File: config.mk
export PLATFORM = sky130hd
export DESIGN_NAME = tetromino_bag_gen
export DESIGN_NICKNAME = d
export VERILOG_FILES = /design/src/rtl/tetromino_pkg.sv /design/src/rtl/prbs_lfsr.sv /design/src/rtl/tetromino_bag_gen.sv
export SDC_FILE = /design/constraint.sdc
export NUM_CORES = 1
export LEC_CHECK = 0
export CAP_MARGIN = 40
export CORE_MARGIN = 2
export CORE_UTILIZATION = 54
export DETAILED_ROUTE_END_ITERATION = 7
export PLACE_DENSITY_LB_ADDON = 0.2
export SKIP_CTS_REPAIR_TIMING = 1
export SLEW_MARGIN = 20
export SYNTH_ARGS = -nofsm -noshare
export SYNTH_HDL_FRONTEND = slang
export SYNTH_HIERARCHICAL = 1
export SYNTH_SLANG_ARGS = --single-unit
export TNS_END_PERCENT = 30
File: constraint.sdc
create_clock -name i_pixclk -period 2.9 [get_ports i_pixclk]
set_input_delay 0.58 -clock i_pixclk [delete_from_list [all_inputs] [get_ports i_pixclk]]
set_output_delay 0.58 -clock i_pixclk [all_outputs]
set_load 0.005 [all_outputs]
File: src/rtl/tetromino_pkg.sv
// Shared types and LFSR tap masks for the tetromino sequencer.
package tetromino_pkg;

    localparam int NUM_PIECES = 7;

    typedef logic [2:0] piece_t;

    typedef enum logic {
        ST_FILL = 1'b0,
        ST_FULL = 1'b1
    } draw_state_e;

    // The register shifts right, so each exponent e < W of x^W + ... + 1 taps bit W-e,
    // and bit 0 closes the loop. This runs the reciprocal polynomial, which is also primitive.
    function automatic logic [31:0] lfsr_taps(input int width);
        logic [31:0] mask;
        mask = 32'h0000_0000;
        case (width)
            15:      mask = 32'h0000_0003;
            16:      mask = 32'h0000_100B;
            23:      mask = 32'h0000_0021;
            31:      mask = 32'h0000_0009;
            default: mask = 32'h0000_0000;
        endcase
        return mask;
    endfunction

endpackage

File: src/rtl/prbs_lfsr.sv
// Fibonacci LFSR with seed load and zero-lock recovery; exposes the low three bits as the piece candidate.
module prbs_lfsr
    import tetromino_pkg::*;
#(
    parameter int                    LFSR_WIDTH   = 15,
    parameter logic [LFSR_WIDTH-1:0] SEED_DEFAULT = '1
) (
    input  logic                  i_clk,
    input  logic                  i_reset,
    input  logic                  i_seed_load,
    input  logic [LFSR_WIDTH-1:0] i_seed,
    output piece_t                o_cand
);
    localparam logic [LFSR_WIDTH-1:0] TAPS = LFSR_WIDTH'(lfsr_taps(LFSR_WIDTH));

    logic [LFSR_WIDTH-1:0] r_state;
    logic                  w_feedback;

    assign w_feedback = ^(r_state & TAPS);

    // A zero seed would lock the register, so it is replaced by all ones.
    always_ff @(posedge i_clk) begin
        if (i_reset) begin
            r_state <= SEED_DEFAULT;
        end else if (i_seed_load) begin
            r_state <= (i_seed == '0) ? '1 : i_seed;
        end else if (r_state == '0) begin
            r_state <= '1;
        end else begin
            r_state <= {w_feedback, r_state[LFSR_WIDTH-1:1]};
        end
    end

    assign o_cand = r_state[2:0];

endmodule

File: src/rtl/tetromino_bag_gen.sv
// Tetromino sequencer: LFSR rejection sampler feeding a preview shift-queue popped by valid/ready.
// Define TETRO_BAG_EN for 7-bag fairness; left undefined, pieces are drawn uniformly.
module tetromino_bag_gen
    import tetromino_pkg::*;
#(
    parameter int                    LFSR_WIDTH    = 15,
    parameter logic [LFSR_WIDTH-1:0] SEED_DEFAULT  = '1,
    parameter int                    PREVIEW_DEPTH = 4,
    parameter int                    ROT_BITS      = 2,
    parameter int                    MEM_AWIDTH    = 5,
    parameter int                    MAX_REJECT    = 15
) (
    input  logic                               i_pixclk,
    input  logic                               i_reset,
    input  logic                               i_seed_load,
    input  logic [LFSR_WIDTH-1:0]              i_seed,
    input  logic                               i_ready,
    output logic                               o_valid,
    output logic [2:0]                         o_piece,
    output logic [MEM_AWIDTH-1:0]              o_random_address,
    output logic [3*PREVIEW_DEPTH-1:0]         o_preview,
    output logic [$clog2(PREVIEW_DEPTH+1)-1:0] o_count
);
    localparam int               CNT_W        = $clog2(PREVIEW_DEPTH + 1);
    localparam int               REJ_W        = $clog2(MAX_REJECT + 1);
    localparam logic [CNT_W-1:0] DEPTH_C      = CNT_W'(PREVIEW_DEPTH);
    localparam logic [REJ_W-1:0] REJECT_LIMIT = REJ_W'(MAX_REJECT);

    piece_t                       w_cand;
    piece_t                       w_fallback;
    piece_t                       w_pushPiece;
    piece_t [PREVIEW_DEPTH-1:0]   r_queue;
    piece_t [PREVIEW_DEPTH-1:0]   w_queueNext;
    logic   [CNT_W-1:0]           r_count;
    logic   [CNT_W-1:0]           w_countNext;
    logic   [CNT_W-1:0]           w_slot;
    logic   [REJ_W-1:0]           r_reject;
    logic   [REJ_W-1:0]           w_rejectNext;
    draw_state_e                  r_state;
    draw_state_e                  w_stateNext;
    logic                         w_drawEn;
    logic                         w_candOk;
    logic                         w_forced;
    logic                         w_push;
    logic                         w_pop;
`ifdef TETRO_BAG_EN
    logic   [NUM_PIECES-1:0]      r_bagUsed;
    logic   [NUM_PIECES-1:0]      w_bagSet;
    logic   [NUM_PIECES-1:0]      w_bagNext;
    logic   [7:0]                 w_bagBlocked;
`endif

    prbs_lfsr #(
        .LFSR_WIDTH   (LFSR_WIDTH),
        .SEED_DEFAULT (SEED_DEFAULT)
    ) u_lfsr (
        .i_clk       (i_pixclk),
        .i_reset     (i_reset),
        .i_seed_load (i_seed_load),
        .i_seed      (i_seed),
        .o_cand      (w_cand)
    );

    // Sampler: piece ID 7 is treated as permanently used so one lookup covers both rejections.
    always_comb begin
        w_pop    = (r_count != '0) && i_ready;
        w_drawEn = (r_state == ST_FILL) && !i_seed_load && (r_count < DEPTH_C);
        w_forced = (r_reject == REJECT_LIMIT);
`ifdef TETRO_BAG_EN
        w_bagBlocked = {1'b1, r_bagUsed};
        w_candOk     = !w_bagBlocked[w_cand];
        w_fallback   = '0;
        for (int i = NUM_PIECES - 1; i >= 0; i--) begin
            if (!r_bagUsed[i]) begin
                w_fallback = piece_t'(i);
            end
        end
`else
        w_candOk   = (w_cand != 3'd7);
        w_fallback = '0;
`endif
        w_push      = w_drawEn && (w_forced || w_candOk);
        w_pushPiece = w_forced ? w_fallback : w_cand;
    end

    // On a simultaneous pop the new piece lands one slot lower, in the last occupied slot.
    always_comb begin
        w_queueNext = r_queue;
        w_countNext = r_count;
        w_slot      = r_count;
        if (w_pop) begin
            w_queueNext = {piece_t'(0), r_queue[PREVIEW_DEPTH-1:1]};
            w_countNext = r_count - 1'b1;
            w_slot      = r_count - 1'b1;
        end
        for (int i = 0; i < PREVIEW_DEPTH; i++) begin
            if (w_push && (w_slot == CNT_W'(i))) begin
                w_queueNext[i] = w_pushPiece;
            end
        end
        if (w_push) begin
            w_countNext = w_countNext + 1'b1;
        end
    end

    always_comb begin
        w_rejectNext = r_reject;
        if (w_push) begin
            w_rejectNext = '0;
        end else if (w_drawEn) begin
            w_rejectNext = r_reject + 1'b1;
        end
        w_stateNext = r_state;
        case (r_state)
            ST_FILL: if (w_countNext == DEPTH_C) w_stateNext = ST_FULL;
            ST_FULL: if (w_pop) w_stateNext = ST_FILL;
            default: w_stateNext = ST_FILL;
        endcase
    end

    always_ff @(posedge i_pixclk) begin
        if (i_reset) begin
            r_queue  <= '0;
            r_count  <= '0;
            r_reject <= '0;
            r_state  <= ST_FILL;
        end else begin
            r_queue  <= w_queueNext;
            r_count  <= w_countNext;
            r_reject <= w_rejectNext;
            r_state  <= w_stateNext;
        end
    end

`ifdef TETRO_BAG_EN
    // A completed bag clears on the same edge as its seventh push.
    always_comb begin
        w_bagSet  = r_bagUsed | (NUM_PIECES'(1) << w_pushPiece);
        w_bagNext = r_bagUsed;
        if (w_push) begin
            w_bagNext = (w_bagSet == '1) ? '0 : w_bagSet;
        end
    end

    always_ff @(posedge i_pixclk) begin
        if (i_reset) begin
            r_bagUsed <= '0;
        end else begin
            r_bagUsed <= w_bagNext;
        end
    end
`endif

    assign o_valid          = (r_count != '0);
    assign o_piece          = r_queue[0];
    assign o_random_address = MEM_AWIDTH'({r_queue[0], {ROT_BITS{1'b0}}});
    assign o_preview        = r_queue;
    assign o_count          = r_count;

endmodule
==> flow_metrics.env <==
export IMPL_synth_edf_count=0
export IMPL_worstSetupStartpointType="flip-flop"
export IMPL_min_path_cells=2
export IMPL_portBuffers=40
export IMPL_ir_drop_uv=487
export IMPL_area_delta_synth_final_pct=22.4
export IMPL_cts_tree="yes"
export IMPL_grt_max_degree=17
export IMPL_hold_viol_final=0
export IMPL_most_common_layout_cells="clkdlybuf4s50_1 (40), dfxtp_1 (34), a21oi_1 (18)"
export IMPL_whs_endpoint="r_reject[1]$_SDFFE_PP0P_"
export IMPL_rows=21
export IMPL_fin_nets=258
export IMPL_grt_pass1_wl_um=7400
export IMPL_grt_pass1_vias=1569
export IMPL_ioPinCount=43
export IMPL_hold_class="reg2reg"
export IMPL_drtAntennaViolNets=0
export IMPL_htree_levels=2
export IMPL_fillers=280
export IMPL_finalCriticalPeriod_ns=2.70
export IMPL_globalplace_congestion=0.935
export IMPL_netlist_instances=207
export IMPL_dr_pass1_iters=4
export IMPL_fin_util_pct=69.2
export IMPL_drt_wirelength_per_cell_um=16.2
export IMPL_drt_iter0_markers=172
export IMPL_start_util_pct=56.6
export IMPL_r2r_setup_slack_ns=0.59
export IMPL_reg2reg_depth=10
export IMPL_fp_dieH_um=63.4
export IMPL_worst_pin_slew_ns=0.554
export IMPL_grt_usage_pct=23.3
export IMPL_avgSynthCellArea_um2=9.19
export IMPL_fmax_mhz=371
export IMPL_synth_top_area_share_pct=36.8
export IMPL_fp_dieW_um=63.4
export IMPL_drt_wl_total_um=4550
export IMPL_worst_setup_path_end_kind="primary output"
export IMPL_cts_buffers=5
export IMPL_max_slew_margin_rel_pct=63.1
export IMPL_tns_ns=0
export IMPL_fin_skew_ns=0.0110
export IMPL_clock_latency_ns=0.34
export IMPL_r2r_end="o_preview[11]$_SDFFE_PP0P_"
export IMPL_yosys_cell_types_count=47
export IMPL_overflow=0
export IMPL_ys_seq_area_share_pct=36.8
export IMPL_drive_gt1_share_pct=12.3
export IMPL_grt_antenna_before_repair=0
export IMPL_clkSinkCount=35
export IMPL_die_area_mm2=0.00402
export IMPL_async_reset_ff_share_pct=0
export IMPL_n_antenna_cell=0
export IMPL_dp_hpwl_um=3320
export IMPL_coreArea_mm2=0.00336
export IMPL_hp_start="r_reject[1]$_SDFFE_PP0P_"
export IMPL_synth_area_leaders="dfxtp_1 (37%), o32a_1 (5.3%), a21oi_1 (4.7%), buf_4 (4.7%), nand3_1 (4.5%)"
export IMPL_rsz0062_at_grt="false"
export IMPL_status="completed"
export IMPL_netlist_area_mm2=0.00190
export IMPL_path_clk_slew_ns=0.11
export IMPL_synth_main_ff_cell="dfxtp_1"
export IMPL_critPathKind="reg2out"
export IMPL_viasPerCell=6.14
export IMPL_drv_cap=0
export IMPL_post_route_drc_count=0
export IMPL_crit_arrival_ns=2.12
export IMPL_finalSetupViolations=0
export IMPL_post_synth_top_area_cell="dfxtp_1"
export IMPL_powerDensity_mw_per_mm2=724
export IMPL_cp_required_ns=2.32
export IMPL_synth_warnings=6
export IMPL_leakagePower_nw=0.826
export IMPL_r2r_start="o_count[1]$_SDFF_PP0_"
export IMPL_post_route_period_util_pct=93.0
export IMPL_cts_root_buf="clkbuf_4"
export IMPL_clock_path_buffers=2
export IMPL_maxSlewViolCount=0
export IMPL_final_common_cell="clkdlybuf4s50_1"
export IMPL_num_vias=1724
export IMPL_cp_max_fo=16
export IMPL_ys_seq_elements=35
## state kept, by name, summed over array words and instances, names as in the netlist
register,cells
r_reject,4
o_preview,9
o_piece,3
o_count,3
u_lfsr/r_state,15
r_state,1
## cells in the mapped netlist, types with 2 or more instances
library cell / number
nand2_1: 6
nor4_1: 7
mux2_2: 4
mux2i_1: 2
o32a_2: 5
nand4_1: 6
buf_4: 12
a21oi_1: 18
ha_1: 5
and3_1: 2
or2_1: 2
clkbuf_1: 7
dfxtp_1: 35
nand3_1: 17
nand2b_1: 2
and2_1: 3
buf_2: 2
o21ai_0: 10
o211ai_1: 5
inv_2: 3
nor3_1: 2
o32a_1: 10
nor2_1: 8
mux2_1: 5
inv_1: 4
a31oi_1: 2
a211oi_1: 2
a21oi_4: 2
## final cells by class
class                   count  area, um2  share of cell area (%)
multi-input cells         142       1020                    43.7
repair buffers             43        423                    18.2
well taps                  46       57.6                    2.47
flip-flops and latches     35        702                    30.1
clock buffers               6       41.3                    1.77
inverters                   7       26.3                    1.13
clock inverters             2       60.1                    2.58
## critical path, stage by stage (launching register included)
cell	delay, ns
dfxtp_1	0.41
inv_1	0.13
ha_1	0.23
and2b_4	0.23
inv_2	0.22
clkdlybuf4s50_1	0.55
## report_power, final
part	switching [mW]	total, mW	internal (mW)
combinational	0.334	0.640	0.306
clock	0.165	0.434	0.269
sequential	0.0681	0.611	0.542
total	0.567	1.69	1.12
## routing by layer
| metal | up-vias | track usage, % | wire length, um |
|---|---|---|---|
| li1 | 830 | - | - |
| met4 | 0 | 7.34 | 31 |
| met3 | 4 | 5.36 | 354 |
| met1 | 799 | 29.5 | 1890 |
| met5 | - | 0 | 0 |
| met2 | 91 | 39.3 | 2280 |
## cells by family (layout without fill, tap and decap cells)
logic type                 after synthesis  after routing  share of synthesized area, %
and+or+nand+nor                         63             63                          18.6
AOI/OAI and AO/OA                       60             60                          23.7
DFF                                     35             35                          36.8
buffers and inverters                   31             58                          9.86
muxes                                   11             11                          6.38
adders and majority gates                5              5                          3.29
other                                    1              2                         0.197
xor gates and xnor gates                 1              1                          1.18
## per-stage QoR
stage	hold slack, ns	power [mW]	area, um2	std cells	setup slack (ns)
floorplan	0.449	1.04	1910	208	0.863
global placement	0.461	1.23	2230	273	0.320
detailed placement	0.471	1.25	2230	273	0.275
CTS	0.489	1.68	2330	281	0.0999
global route	0.503	1.78	2330	281	0.0967
finish	0.484	1.69	2330	281	0.202
## worst max path at each step
stage | start | depth (start not counted) | to
2_1_floorplan | o_count[0]$_SDFF_PP0_ | 10 | o_preview[10]$_SDFFE_PP0P_
3_3_place_gp | i_seed_load | 5 | o_piece[1]$_SDFFE_PP0P_
3_5_place_dp | i_seed_load | 5 | o_piece[2]$_SDFFE_PP0P_
4_1_cts | o_count[0]$_SDFF_PP0_ | 5 | o_valid
5_1_grt | o_count[0]$_SDFF_PP0_ | 5 | o_valid
6_report | o_count[1]$_SDFF_PP0_ | 5 | o_valid
(Power assumes the default switching activity.)
